File: src/rtl/ring_mon_pkg.sv
// Shared definitions for ring oscillator measurement blocks.
// Holds the measurement FSM state encoding and the default parameter values.
package ring_mon_pkg;

  typedef enum logic [1:0] {
    ST_IDLE    = 2'd0,
    ST_MEASURE = 2'd1,
    ST_HOLD    = 2'd2
  } mon_state_e;

  localparam int DEF_CNT_W        = 16;
  localparam int DEF_WINDOW       = 1024;
  localparam int DEF_STALL_CYCLES = 64;
  localparam int DEF_SYNC_STAGES  = 2;

endpackage

File: src/rtl/ring_osc_monitor_if.sv
// Result channel of the ring oscillator monitor.
//   count_data  : rising-edge count of the last window
//   count_valid : result available
//   count_ready : consumer accepts result
//   stalled     : sticky, ring was quiet for too long during the window
//   overflow    : sticky, edge count saturated
// master = monitor side, slave = consumer side.
interface ring_osc_monitor_if
  import ring_mon_pkg::*;
#(
  parameter int CNT_W = DEF_CNT_W
);
  logic [CNT_W-1:0] count_data;
  logic             count_valid;
  logic             count_ready;
  logic             stalled;
  logic             overflow;

  modport master (output count_data, count_valid, stalled, overflow, input count_ready);
  modport slave  (input count_data, count_valid, stalled, overflow, output count_ready);
endinterface

File: src/rtl/sync_ff.sv
// Multi-stage synchroniser for a single asynchronous input.
//   clk   : destination clock
//   rst_n : asynchronous active-low reset, all stages clear to 0
//   d     : asynchronous input
//   q     : synchronised output, STAGES cycles of latency
module sync_ff
  import ring_mon_pkg::*;
#(
  parameter int STAGES = DEF_SYNC_STAGES
) (
  input  logic clk,
  input  logic rst_n,
  input  logic d,
  output logic q
);
  logic [STAGES-1:0] sync_q, sync_d;

  always_comb begin
    sync_d = {sync_q[STAGES-2:0], d};
  end

  always_ff @(posedge clk or negedge rst_n) begin
    if (!rst_n) sync_q <= '0;
    else        sync_q <= sync_d;
  end

  assign q = sync_q[STAGES-1];
endmodule

File: src/rtl/ring_osc_monitor.sv
// Ring oscillator edge counter.
// Synchronises one ring tap, counts its rising edges over a WINDOW-cycle
// measurement and returns the count over a valid/ready channel together with
// stall and saturation flags.
//   clk, rst_n : system clock, asynchronous active-low reset
//   ring_in    : asynchronous ring tap
//   start      : begin a measurement (IDLE, or HOLD on the handshake cycle)
//   busy       : high while measuring or holding a result
//   res        : result channel (count, flags, valid/ready)
//
// state      | meaning
// -----------+-----------------------------------------------------------
// ST_IDLE    | waiting for start; flags of the last window still readable
// ST_MEASURE | counting edges, window timer running down to 0
// ST_HOLD    | result presented, waiting for the consumer handshake
module ring_osc_monitor
  import ring_mon_pkg::*;
#(
  parameter int CNT_W        = DEF_CNT_W,
  parameter int WINDOW       = DEF_WINDOW,
  parameter int STALL_CYCLES = DEF_STALL_CYCLES,
  parameter int SYNC_STAGES  = DEF_SYNC_STAGES
) (
  input  logic clk,
  input  logic rst_n,
  input  logic ring_in,
  input  logic start,
  output logic busy,
  ring_osc_monitor_if.master res
);
  localparam int WIN_W = $clog2(WINDOW);
  localparam int STL_W = $clog2(STALL_CYCLES + 1);
  localparam logic [CNT_W-1:0] CNT_MAX  = '1;
  localparam logic [WIN_W-1:0] WIN_LOAD = WIN_W'(WINDOW - 1);
  localparam logic [STL_W-1:0] STL_TC   = STL_W'(STALL_CYCLES);

  mon_state_e       state_q, state_d;
  logic [WIN_W-1:0] win_q, win_d;
  logic [STL_W-1:0] stl_q, stl_d;
  logic [CNT_W-1:0] edge_cnt_q, edge_cnt_d;
  logic [CNT_W-1:0] data_q, data_d;
  logic             stalled_q, stalled_d;
  logic             overflow_q, overflow_d;
  logic             ring_p_q, ring_p_d;
  logic             ring_s, rise, trans, arm;

  sync_ff #(.STAGES(SYNC_STAGES)) u_sync (
    .clk   (clk),
    .rst_n (rst_n),
    .d     (ring_in),
    .q     (ring_s)
  );

  assign rise  = ring_s & ~ring_p_q;
  assign trans = ring_s ^ ring_p_q;

  always_comb begin
    state_d    = state_q;
    win_d      = win_q;
    stl_d      = stl_q;
    edge_cnt_d = edge_cnt_q;
    data_d     = data_q;
    stalled_d  = stalled_q;
    overflow_d = overflow_q;
    // ring_p always follows ring_s, so the first window cycle compares against
    // the tap value seen when start was taken and never sees a fake edge.
    ring_p_d   = ring_s;
    arm        = 1'b0;

    unique case (state_q)
      ST_IDLE: arm = start;
      ST_MEASURE: begin
        if (rise) begin
          if (edge_cnt_q == CNT_MAX) overflow_d = 1'b1;
          else                       edge_cnt_d = edge_cnt_q + 1'b1;
        end
        if (trans)                 stl_d = '0;
        else if (stl_q != STL_TC)  stl_d = stl_q + 1'b1;
        if (stl_d == STL_TC) stalled_d = 1'b1;
        // Terminal count: this cycle's edge is still included in the result.
        if (win_q == '0) begin
          state_d = ST_HOLD;
          data_d  = edge_cnt_d;
        end else begin
          win_d = win_q - 1'b1;
        end
      end
      ST_HOLD: begin
        if (res.count_ready) begin
          arm = start;
          if (!start) state_d = ST_IDLE;
        end
      end
      default: state_d = ST_IDLE;
    endcase

    if (arm) begin
      state_d    = ST_MEASURE;
      win_d      = WIN_LOAD;
      stl_d      = '0;
      edge_cnt_d = '0;
      stalled_d  = 1'b0;
      overflow_d = 1'b0;
    end
  end

  always_ff @(posedge clk or negedge rst_n) begin
    if (!rst_n) begin
      state_q    <= ST_IDLE;
      win_q      <= '0;
      stl_q      <= '0;
      edge_cnt_q <= '0;
      data_q     <= '0;
      stalled_q  <= 1'b0;
      overflow_q <= 1'b0;
      ring_p_q   <= 1'b0;
    end else begin
      state_q    <= state_d;
      win_q      <= win_d;
      stl_q      <= stl_d;
      edge_cnt_q <= edge_cnt_d;
      data_q     <= data_d;
      stalled_q  <= stalled_d;
      overflow_q <= overflow_d;
      ring_p_q   <= ring_p_d;
    end
  end

  assign busy            = (state_q != ST_IDLE);
  assign res.count_valid = (state_q == ST_HOLD);
  assign res.count_data  = data_q;
  assign res.stalled     = stalled_q;
  assign res.overflow    = overflow_q;
endmodule

File: src/flat_wrapper.sv
// flat-port wrapper written by rule: the top's interface ports become plain ports
module ring_osc_monitor_flat import ring_mon_pkg::*;
#(
  parameter int CNT_W        = DEF_CNT_W,
  parameter int WINDOW       = DEF_WINDOW,
  parameter int STALL_CYCLES = DEF_STALL_CYCLES,
  parameter int SYNC_STAGES  = DEF_SYNC_STAGES
)
  (clk, rst_n, ring_in, start, busy, res_count_data, res_count_valid, res_stalled, res_overflow, res_count_ready);
  ring_osc_monitor_if #(.CNT_W(CNT_W)) res_i ();
  input  logic clk;
  input  logic rst_n;
  input  logic ring_in;
  input  logic start;
  output logic busy;
  output wire logic [$bits(res_i.count_data)-1:0] res_count_data;
  output wire logic [$bits(res_i.count_valid)-1:0] res_count_valid;
  output wire logic [$bits(res_i.stalled)-1:0] res_stalled;
  output wire logic [$bits(res_i.overflow)-1:0] res_overflow;
  input wire logic [$bits(res_i.count_ready)-1:0] res_count_ready;
  assign res_count_data = res_i.count_data;
  assign res_count_valid = res_i.count_valid;
  assign res_stalled = res_i.stalled;
  assign res_overflow = res_i.overflow;
  assign res_i.count_ready = res_count_ready;
  ring_osc_monitor #(.CNT_W(CNT_W), .WINDOW(WINDOW), .STALL_CYCLES(STALL_CYCLES), .SYNC_STAGES(SYNC_STAGES)) u_core (.clk(clk), .rst_n(rst_n), .ring_in(ring_in), .start(start), .busy(busy), .res(res_i));
endmodule
File: config.mk
export PLATFORM = sky130hd
export DESIGN_NAME = ring_osc_monitor_flat
export DESIGN_NICKNAME = d
export VERILOG_FILES = /design/src/rtl/ring_mon_pkg.sv /design/src/rtl/ring_osc_monitor_if.sv /design/src/rtl/sync_ff.sv /design/src/rtl/ring_osc_monitor.sv /design/src/flat_wrapper.sv
export SDC_FILE = /design/constraint.sdc
export NUM_CORES = 1
export LEC_CHECK = 0
export CORE_UTILIZATION = 55
export DETAILED_ROUTE_END_ITERATION = 8
export GPL_ROUTABILITY_DRIVEN = 0
export MAX_ROUTING_LAYER = met4
export PLACE_DENSITY = 0.76
export SYNTH_ARGS = -nofsm -noshare
export SYNTH_HDL_FRONTEND = slang
export SYNTH_SLANG_ARGS = --single-unit
File: constraint.sdc
create_clock -name clk -period 5.9 [get_ports clk]
set_input_delay 0.885 -clock clk [delete_from_list [all_inputs] [get_ports clk]]
set_output_delay 0.885 -clock clk [all_outputs]
set_load 0.01 [all_outputs]
-- After elaboration in Yosys (flattened, before gate mapping)
Index checks and enable logic that the tools add are counted.
- bits in registers: 56
- bits of input ports: 5
- logic and storage cells: 63
- $add $sub $neg: 3
- eq/ne operators: 10
- mux-type cells: 26
- bitwise operators: 3
- reductions and logical operators: 12
- operator list (operator ; count):
    $mux 16 ; 4
    $mux 7 ; 5
    $mux 10 ; 3
    $add 16x1->16 const B ; 1
    $eq 16x16->1 const B ; 1
    $logic_not 10->1 ; 1
    $reduce_bool 2->1 ; 5
    $sub 10x1->10 const B ; 1
    $mux 1 ; 8
    $mux 2 ; 4
    $add 7x1->7 const B ; 1
    $eq 7x7->1 const B ; 1
    $ne 7x7->1 const B ; 1
    $ne 3x1->1 const B ; 2
    $pmux 2 s3 ; 1
    $reduce_and 2->1 ; 3
    $ne 2x1->1 const B ; 2
    $reduce_and 4->1 ; 1
    $ne 3x2->1 const B ; 1
    $reduce_and 3->1 ; 1
    $eq 2x1->1 const B ; 1
    $eq 2x2->1 const B ; 1
    $logic_not 2->1 ; 1
    $pmux 1 s2 ; 1
    3 further kinds ; 3

-- Longest topological paths before layout
Gate-level depths: netlist (run 1).
- depth after elaboration: 8
- depth in mapped cells: 7

-- Hierarchy
Synthesis (run 1) repeated with hierarchy kept, for this count alone.
- cell total of the unflattened synthesis: 344
- area total of the unflattened synthesis: 3161.8 um^2
- by module, submodules not included (module ; times used ; cells each ; area an instance (um^2) ; sequential area each (um^2)):
    ring_osc_monitor ; 1 ; 342 ; 3111.7 ; 1351.3
    sync_ff ; 1 ; 2 ; 50.0 ; 50.0

-- Least setup slack after synthesis (run 1)
No wires, ideal clock.
- path type: reg-to-reg
- start: reg u_core.win_q[6]
- end: reg u_core.state_q[0]
- setup time: 0.127 ns
- data arrival time: 1.879 ns
- slack: 3.894 ns
- stages on the path, launching flop included: 5
- path through: dfrtp_1 -> or4_4 -> nor4b_4 -> a21oi_1 -> or2_2
- cells in the longest elaborated chain, start to end: 3
- RTL lines (what ; line ; RTL):
    start: declaration ; ring_osc_monitor.sv:38 ; logic [WIN_W-1:0] win_q, win_d;
    start signal: assignment ; ring_osc_monitor.sv:119 ; win_q <= win_d;
    $logic_not 10->1 ; ring_osc_monitor.sv:81 ; if (win_q == '0) begin
    $ne 3x1->1 (no source line) ; -- ;
    $reduce_and 4->1 (no source line) ; -- ;
    end signal: assignment ; ring_osc_monitor.sv:118 ; state_q <= state_d;
    end: declaration ; ring_osc_monitor.sv:37 ; mon_state_e state_q, state_d;
Every way passes these cells.
A chain may end at the register's enable or synchronous reset.

-- Worst setup path after layout (run 1)
- start: reg u_core.state_q[1]
- end: out res_count_valid
- cells in the longest elaborated chain, start to end: 1
- RTL lines (what ; line ; RTL):
    $eq 2x2->1 ; ring_osc_monitor.sv:130 ; assign res.count_valid = (state_q == ST_HOLD);
    end: declaration ; flat_wrapper.sv:17 ; output wire logic [$bits(res_i.count_valid)-1:0] res_count_valid;
Every way passes these cells.

==> impl_metrics.tcl, run 1 <==
set metrics [dict create \
    outcome "complete, no violations" \
    share_seq_of_total_power_pct 56.2 \
    p_per_area_nw_per_um2 258.2 \
    ys_seq_area_share_pct 47.32 \
    drive_gt1_share_pct 5.279 \
    ys_types 47 \
    p_switching_w 0.0002700 \
    cts_tree "built" \
    fmax_ghz 0.4026 \
    setup_ws_ns 3.416 \
    yosysTopAreaCellShare_pct 47.32 \
    cts.clk_slew.worst_paths_ns 0.10 \
    post-route-drc-count 0 \
    worstSetupEndpoint "res_count_valid" \
    setup_tns_ns 0 \
    synth.most_common_cell "dfrtp_1" \
    cap_viol_max_count 0 \
    cp_num_cells 2 \
    cp.required_ns 5.02 \
    clkPwrFrac_pct 25.3 \
    worst_pin_slew_ns 0.7895 \
    core_um2 5140 \
    vias 2438 \
    post-route-util_pct 64.75 \
    grtUsageTotal_pct 23.16 \
    p_total_w 0.0008592 \
    die_h_um 75.38 \
    cts_root_buffer "clkbuf_8" \
    synth_cells 322 \
    r2r_slack_ns 3.64 \
    async_flop_share_pct 100.0 \
    critical_path_class "reg2out" \
    initial_core_util_pct 57.62 \
    yosysTopAreaCell "dfrtp_1" \
    cp_slowest_cell "clkdlybuf4s50_1" \
    grt_max_degree 57 \
    grt_first_pass_wirelength_um 9639 \
    path_delay_family "buffers and inverters" \
    wl_per_cell_um 14.14 \
    die-area_um2 5682 \
    cts_setup_buffers 0 \
    ctsHoldBuffers 0 \
    ant_nets 0 \
    drt-total-wl_um 5810 \
    crit_fanout 8 \
    crit_chain "nor2b_1, clkdlybuf4s50_1" \
    area_delta_synth_final_pct 12.38 \
    drt_pass1_iterations 4 \
    r2r_end "u_core.res.count_data[1]" \
    irDropWorstVdd_mv 0.1633 \
    avgSynthCellArea_um2 9.197 \
    synth-edff-count 0 \
    avgViaCountPerCell 5.932 \
    drv_slew 0 \
    hold_path_class "reg2reg" \
    internal-power_w 0.0005892 \
    antenna_found_initial 0 \
    pre_cts_ws_ns 3.213 \
    rows 26 \
    htreeDepth 2 \
    rsz0062_at_grt "false" \
    overflow 0 \
    clock_path_buffers 2 \
    power.share.combinational_pct 18.4 \
    grt_pass1_vias 2085 \
    cp-startpoint "u_core.state_q[1]" \
    hold_violations 0 \
    synthFlopType "dfrtp_1" \
    r2r_cells 5 \
    switching_share_pct 31.43 \
    final-setup-viol-count 0 \
    ios 25 \
    final_nets 351 \
    min_period_ns 2.484 \
    cts_resized 0 \
    drt-initial-drc-count 207 \
    finClkSkew_ns 0.009070 \
    clock_latency_ns 0.31 \
    relSlewSlack_pct 46.92 \
    max_stage_delay_ns 0.57 \
    cp-end-kind "output port" \
    yosys-top-cells-area "dfrtp_1 (47%), nand2_1 (5.3%), o21ai_0 (5.1%)" \
    ys.warnings.count 0 \
    clock_sinks 56 \
    synth_nets 333 \
    synth_area_um2 2962 \
    port_buffers 24 \
    arrival_ns 1.60 \
    dp_hpwl_um 3968 \
    rr_startpoint "u_core.win_q[6]" \
    startpoint_type "register" \
    synthTopCellsByCount "dfrtp_1 (56), nand2_1 (42), o21ai_0 (30), nor2_1 (19), nand3_1 (15)" \
    die_w_um 75.38 \
    fin_crit_sh_pct 42.10 \
    diodes 0 \
    p_leak_nw 1.385 \
    ys_ff_latch 56 \
    worst-path-buf-inv 1 \
    cts_buffers 5 \
]
[power groups by stage]
stage,registers (W),clock network (W),logic (W)
finish,0.000483,0.000218,0.000158
global placement,0.000487,0,0.000153
global route,0.000491,0.000238,0.000181
CTS,0.000481,0.000225,0.000159
detailed placement,0.000489,0,0.000159
floorplan,0.000469,0,0.000132
[routing by layer]
metal	part of all wire, %	routed length (µm)	up-vias	GRT usage (%)
li1	-	-	1209	-
met1	48	2773	1151	30.75
met2	46	2682	72	36.01
met3	4.9	287	6	4.233
met4	1.2	67	0	7.613
met5	0	0	-	-
[worst reg2reg max path, delay by kind of cell (launching register included)]
family           cells  cell delay [ns]
AO/OA/AOI/OAI        1             0.18
AND/OR/NAND/NOR      4             1.58
flip-flops           1             0.42
[cells in the final DEF (no fill, tap or decap), types with 10 or more instances in the layout]
cell             count
a21oi_1             12
dfrtp_1             56
nand2_1             42
nor2_1              19
nand3_1             15
inv_1               11
nor3_1              10
o21ai_0             30
a31oi_1             11
nand4_1             11
clkdlybuf4s50_1     23
[kinds of logic after synthesis]
kind of cell / count (synthesis) / synth area share, %
AO/OA/AOI/OAI: 87 / 18.34
XOR/XNOR: 16 / 4.732
adder cells (fa/ha/maj): 6 / 2.535
buffers and inverters: 26 / 3.549
flip-flops: 56 / 47.32
multiplexers: 2 / 0.6760
AND/OR/NAND/NOR: 129 / 22.86
[metrics by stage]
stage	instances	cell area (µm²)	hold WS, ns
floorplan	322	2962	0.3312
global placement	403	3236	0.3340
detailed placement	403	3236	0.3364
CTS	411	3328	0.3595
global route	411	3328	0.3788
finish	411	3328	0.3602
[area by class of cell]
type	instances	area, µm²
Fill cell	458	1812
Multi-Input combinational cell	240	1455
Sequential cell	56	1401
Timing Repair Buffer	26	250.2
Tap cell	70	87.58
Clock buffer	6	82.58
Inverter	11	41.29
Clock inverter	2	10.01
[worst min path at each step]
stage                              endpoint               startpoint  cells past startpoint
floorplan           u_core.u_sync.sync_q[1]  u_core.u_sync.sync_q[0]                      0
detailed placement  u_core.u_sync.sync_q[1]  u_core.u_sync.sync_q[0]                      0
global route        u_core.u_sync.sync_q[1]  u_core.u_sync.sync_q[0]                      0
finish              u_core.u_sync.sync_q[1]  u_core.u_sync.sync_q[0]                      0
global placement    u_core.u_sync.sync_q[1]  u_core.u_sync.sync_q[0]                      0
CTS                 u_core.u_sync.sync_q[1]  u_core.u_sync.sync_q[0]                      0
[flip-flops by register name (all words and copies together), names as in the netlist]
register	count
u_core.edge_cnt_q	16
u_core.res.count_data	16
u_core.win_q	10
u_core.stl_q	7
u_core.state_q	2
u_core.u_sync.sync_q	2
u_core.res.overflow	1
u_core.res.stalled	1
u_core.ring_p_q	1
No activity file was read; power rests on OpenSTA's default activity.
==> inputs of run 2 (changes only) <==
==> constraint.sdc (replaced) <==
create_clock -name clk -period 2.39 [get_ports clk]
set_input_delay 0.3585 -clock clk [delete_from_list [all_inputs] [get_ports clk]]
set_output_delay 0.3585 -clock clk [all_outputs]
set_load 0.01 [all_outputs]
==> run 2 against run 1 <==
Effect of this change:
- count of clock-buffer cells in the layout up 2
- worst setup slack lost 3.3 ns
- critical path depth up 3
- global-route usage is 2.7 points higher
- sequential power grew 150%
- non-clock buffer count increased by 6
- die area stayed put
- worst hold slack worse by 0.25 ns
- via count is 1.2% lower
==> impl_metrics.tcl, run 2 (synthesis gave the netlist of run 1 again) <==
set metrics [dict create \
    grt_first_pass_wirelength_um 10740 \
    avgViaCountPerCell 5.775 \
    rsz0062_at_grt "false" \
    setup_tns_ns 0 \
    ctsHoldBuffers 0 \
    port_buffers 24 \
    wl_per_cell_um 14.97 \
    irDropWorstVdd_mv 0.4443 \
    cap_viol_max_count 0 \
    relSlewSlack_pct 50.34 \
    cts_resized 0 \
    cts_setup_buffers 0 \
    vias 2408 \
    drive_gt1_share_pct 6.340 \
    initial_core_util_pct 57.62 \
    hold_violations 0 \
    startpoint_type "register" \
    ant_nets 0 \
    core_um2 5140 \
    p_total_w 0.002142 \
    finalNonFillerCells 417 \
    grtUsageTotal_pct 25.86 \
    cts_tree "built" \
    antenna_found_initial 0 \
    die_w_um 75.38 \
    final_common_cell "dfrtp_1" \
    clock_sinks 56 \
    die-area_um2 5682 \
    p_per_area_nw_per_um2 635.5 \
    drt_pass1_iterations 4 \
    cp.required_ns 2.62 \
    outcome "complete, no violations" \
    wl_met2_um 2998 \
    fin_crit_sh_pct 93.88 \
    cts.clk_slew.worst_paths_ns 0.10 \
    worst_pin_slew_ns 0.7449 \
    clock_path_buffers 2 \
    critical_path_class "reg2reg" \
    hold_path_class "in2async" \
    crit_fanout 9 \
    wl_met1_um 2978 \
    final-setup-viol-count 0 \
    final_nets 357 \
    drt-total-wl_um 6243 \
    cts_root_buffer "clkbuf_8" \
    cp-end-kind "register" \
    htreeDepth 2 \
    arrival_ns 2.48 \
    die_h_um 75.38 \
    mostFrequentLayoutCells "dfrtp_1 (56), nand2_1 (42), o21ai_0 (30), clkdlybuf4s50_1 (23), nor2_1 (19)" \
    area_delta_synth_final_pct 13.81 \
    overflow 0 \
    grt_max_degree 34 \
    drt-initial-drc-count 206 \
    ios 25 \
    post-route-drc-count 0 \
    fmax_ghz 0.4457 \
    clock_latency_ns 0.31 \
    dp_hpwl_um 4407 \
    rows 26 \
    placedCellCount 409 \
    grt_pass1_vias 2333 \
    cts_buffers 5 \
    post-route-util_pct 65.58 \
    finClkSkew_ns 0.009541 \
    min_period_ns 2.244 \
    diodes 0 \
    highest_layer "met4" \
    p_leak_nw 1.409 \
    drv_slew 0 \
    wl_met3_um 176 \
]
## run 2: path summary, 6_finish.rpt
kind	startpoint	to	slack (ns)	cells past startpoint
max reg2reg	u_core.win_q[6]	u_core.res.count_data[15]	0.15	5
max	u_core.win_q[6]	u_core.res.count_data[15]	0.15	5
min in group clk	u_core.u_sync.sync_q[0]	u_core.u_sync.sync_q[1]	0.37	0
max in group asynchronous	rst_n	u_core.win_q[8]	1.61	2
min	rst_n	u_core.edge_cnt_q[8]	0.11	1
min reg2reg	u_core.u_sync.sync_q[0]	u_core.u_sync.sync_q[1]	0.37	0
## run 2: per-layer routing
metal / vias to the layer above / GRT usage [%]
met4: 0 / 7.202
met1: 1138 / 33.22
li1: 1222 / -
met2: 40 / 42.26
met5: - / -
met3: 8 / 4.630
## run 2: where the power goes
| group | internal, W | total, W | switching, W | leakage, nW |
|---|---|---|---|---|
| Combinational | 0.000180 | 0.000407 | 0.000227 | 0.639 |
| Sequential | 0.00105 | 0.00120 | 0.000148 | 0.724 |
| Clock | 0.000237 | 0.000537 | 0.000300 | 0.0455 |
## run 2: worst max-delay path, stage by stage (launching register included)
cell and delay (ns):
dfrtp_1 0.43, or4_4 0.56, nor4b_4 0.51, and3_1 0.42, nor2_1 0.08, a31oi_1 0.17
## run 2: layout make-up
| class | count | area, µm² |
|---|---|---|
| Fill cell | 461 | 1769 |
| Multi-Input combinational cell | 240 | 1455 |
| Sequential cell | 56 | 1401 |
| Timing Repair Buffer | 32 | 295.3 |
| Clock buffer | 8 | 90.09 |
| Tap cell | 70 | 87.58 |
| Inverter | 11 | 41.29 |
## run 2: stage by stage
step / cell area [µm²] / setup slack [ns] / hold WS [ns]
2_1_floorplan: 2962 / 0.3837 / 0.06291
3_3_place_gp: 3281 / 0.2554 / 0.3342
3_5_place_dp: 3281 / 0.1680 / 0.3509
4_1_cts: 3371 / 0.1572 / 0.1266
5_1_grt: 3371 / 0.01244 / 0.1528
6_report: 3371 / 0.1462 / 0.1056
==> inputs of run 3 (changes only) <==
--- a/config.mk
+++ b/config.mk
@@ -5,11 +5,13 @@
 export SDC_FILE = /design/constraint.sdc
 export NUM_CORES = 1
 export LEC_CHECK = 0
-export CORE_UTILIZATION = 55
+export CORE_UTILIZATION = 58
+export CTS_CLUSTER_SIZE = 12
 export DETAILED_ROUTE_END_ITERATION = 8
 export GPL_ROUTABILITY_DRIVEN = 0
 export MAX_ROUTING_LAYER = met4
-export PLACE_DENSITY = 0.76
+export PLACE_DENSITY = 0.8
+export SETUP_SLACK_MARGIN = 0.3
 export SYNTH_ARGS = -nofsm -noshare
 export SYNTH_HDL_FRONTEND = slang
 export SYNTH_SLANG_ARGS = --single-unit
==> run 3 against run 2 <==
Effect of this change:
- sequential cell count did not move
- register-to-register slack improved by 0.23 ns
- worst setup slack improved by 0.23 ns
- sequential share of layout area fell by 1.2 points
- non-clock buffer count rose by 8
- clock power rose by 13%
- maximum frequency rose by 11%
- global-route usage rose by 0.22 points
- critical path depth did not move
==> impl_metrics.tcl, run 3 (synthesis gave the netlist of run 1 again) <==
set metrics [dict create \
    mostFrequentLayoutCells "dfrtp_1 (55), nand2_1 (42), o21ai_0 (30), clkdlybuf4s50_1 (23), nor2_1 (19)" \
    holdCritStartpoint "u_core.u_sync.sync_q[0]" \
    dp_hpwl_um 4138 \
    p_leak_nw 1.463 \
    crit_chain "nor2_1, nand3_1, nor4_1, xnor2_1, nand2_1" \
    seq_area_um2 1403 \
    die_h_um 73.46 \
    cts_root_buffer "clkbuf_8" \
    crit_fanout 6 \
    antenna_found_initial 0 \
    hold_path_class "reg2reg" \
    holdPathStages 0 \
    ant_nets 0 \
    cp_slowest_cell "nor2_1" \
    cp.required_ns 2.58 \
    rsz0062_at_grt "true" \
    r2r_end "u_core.win_q[6]" \
    whs_endpoint "u_core.u_sync.sync_q[1]" \
    setup_tns_ns 0 \
    diodes 0 \
    drt_pass1_iterations 5 \
    vias 2561 \
    die_w_um 73.46 \
    r2r_slack_ns 0.37 \
    multi_input_area_um2 1471 \
    cts.clk_slew.worst_paths_ns 0.10 \
    htreeDepth 2 \
    place_area_um2 3289 \
    relSlewSlack_pct 51.55 \
    clock_sinks 56 \
    overflow 0 \
    fin_crit_sh_pct 84.33 \
    wl_per_cell_um 15.02 \
    r2r_cells 5 \
    fill_cells 388 \
    arrival_ns 2.21 \
    rows 25 \
    grt_pass1_vias 2354 \
    outcome "complete, no violations" \
    p_per_area_nw_per_um2 646.2 \
    avgViaCountPerCell 6.054 \
    initial_core_util_pct 61.48 \
    clock_latency_ns 0.31 \
    irDropWorstVdd_mv 0.4500 \
    port_buffers 24 \
    drive_gt1_share_pct 9.551 \
    final_area_um2 3475 \
    drv_slew 0 \
    drt-total-wl_um 6354 \
    clock_path_buffers 2 \
    startpoint_type "register" \
    fmax_ghz 0.4961 \
    die-area_um2 5396 \
    cp-end-kind "register" \
    cts_buffers 5 \
    rr_startpoint "u_core.win_q[2]" \
    grt_max_degree 40 \
    final_common_cell "dfrtp_1" \
    min_period_ns 2.016 \
    cap_viol_max_count 0 \
    area_delta_synth_final_pct 17.32 \
    critical_path_class "reg2reg" \
    max_stage_delay_ns 0.51 \
    final_nets 366 \
    drt-initial-drc-count 247 \
    worst_pin_slew_ns 0.7268 \
    hold_violations 0 \
    post-route-drc-count 0 \
    finClkSkew_ns 0.01032 \
    cts_tree "built" \
    ios 25 \
    final-setup-viol-count 0 \
    core_um2 4817 \
    grtUsageTotal_pct 26.08 \
    cp-startpoint "u_core.win_q[2]" \
    grt_first_pass_wirelength_um 10580 \
]
## run 3: per-layer routing
layer,track usage [%],wire (µm)
met1,33.99,2826
met2,39.96,2967
met3,4.390,385
met4,11.75,174
met5,-,0
## run 3: repair_timing
action | CTS | global route
pin swaps | 2 | 2
endpoints found under the hold margin | 17 | 0
resized for setup | 0 | 3
endpoints found under the setup margin | 21 | 17
buffers inserted | 3 | 4
gates cloned | 0 | 1
hold buffers | 1 | 0
## run 3: worst max-delay path by stage
stage / end / slack [ns]
floorplan: u_core.state_q[0] / 0.38
global placement: u_core.res.count_data[1] / 0.26
detailed placement: u_core.res.count_data[13] / 0.19
CTS: u_core.res.count_data[3] / 0.36
global route: u_core.win_q[6] / 0.29
finish: u_core.win_q[6] / 0.37
## run 3: power breakdown
| part | switching (W) | internal, W | leakage, nW | total (W) |
|---|---|---|---|---|
| registers | 0.000146 | 0.00105 | 0.723 | 0.00120 |
| clock network | 0.000296 | 0.000311 | 0.0552 | 0.000607 |
| logic | 0.000248 | 0.000193 | 0.685 | 0.000441 |
## run 3: layout make-up
cell class | instances | area share [%]
flip-flops and latches | 56 | 40.37
clock buffers | 6 | 2.089
well taps | 67 | 2.413
inverters | 11 | 1.188
repair buffers | 40 | 10.59
clock inverters | 2 | 1.008
multi-input cells | 241 | 42.35
## run 3: worst max-delay path, delay by kind of cell, from the launching register on
family | cells | cell delay [ns]
XOR/XNOR | 1 | 0.20
flip-flops | 1 | 0.42
AND/OR/NAND/NOR | 4 | 1.27
## run 3: stage by stage
stage               hold WS [ns]  utilization, %  cells  setup slack, ns  total power [W]
global placement          0.3118           68.29    406           0.2598         0.001599
finish                    0.3694           72.13    423           0.3744         0.002245
global route              0.3697           72.13    423           0.2891         0.002388
detailed placement        0.3165           68.29    406           0.1917         0.001623
floorplan                0.06291               -    322           0.3837         0.001484
CTS                       0.3673           71.19    418           0.3628         0.002238
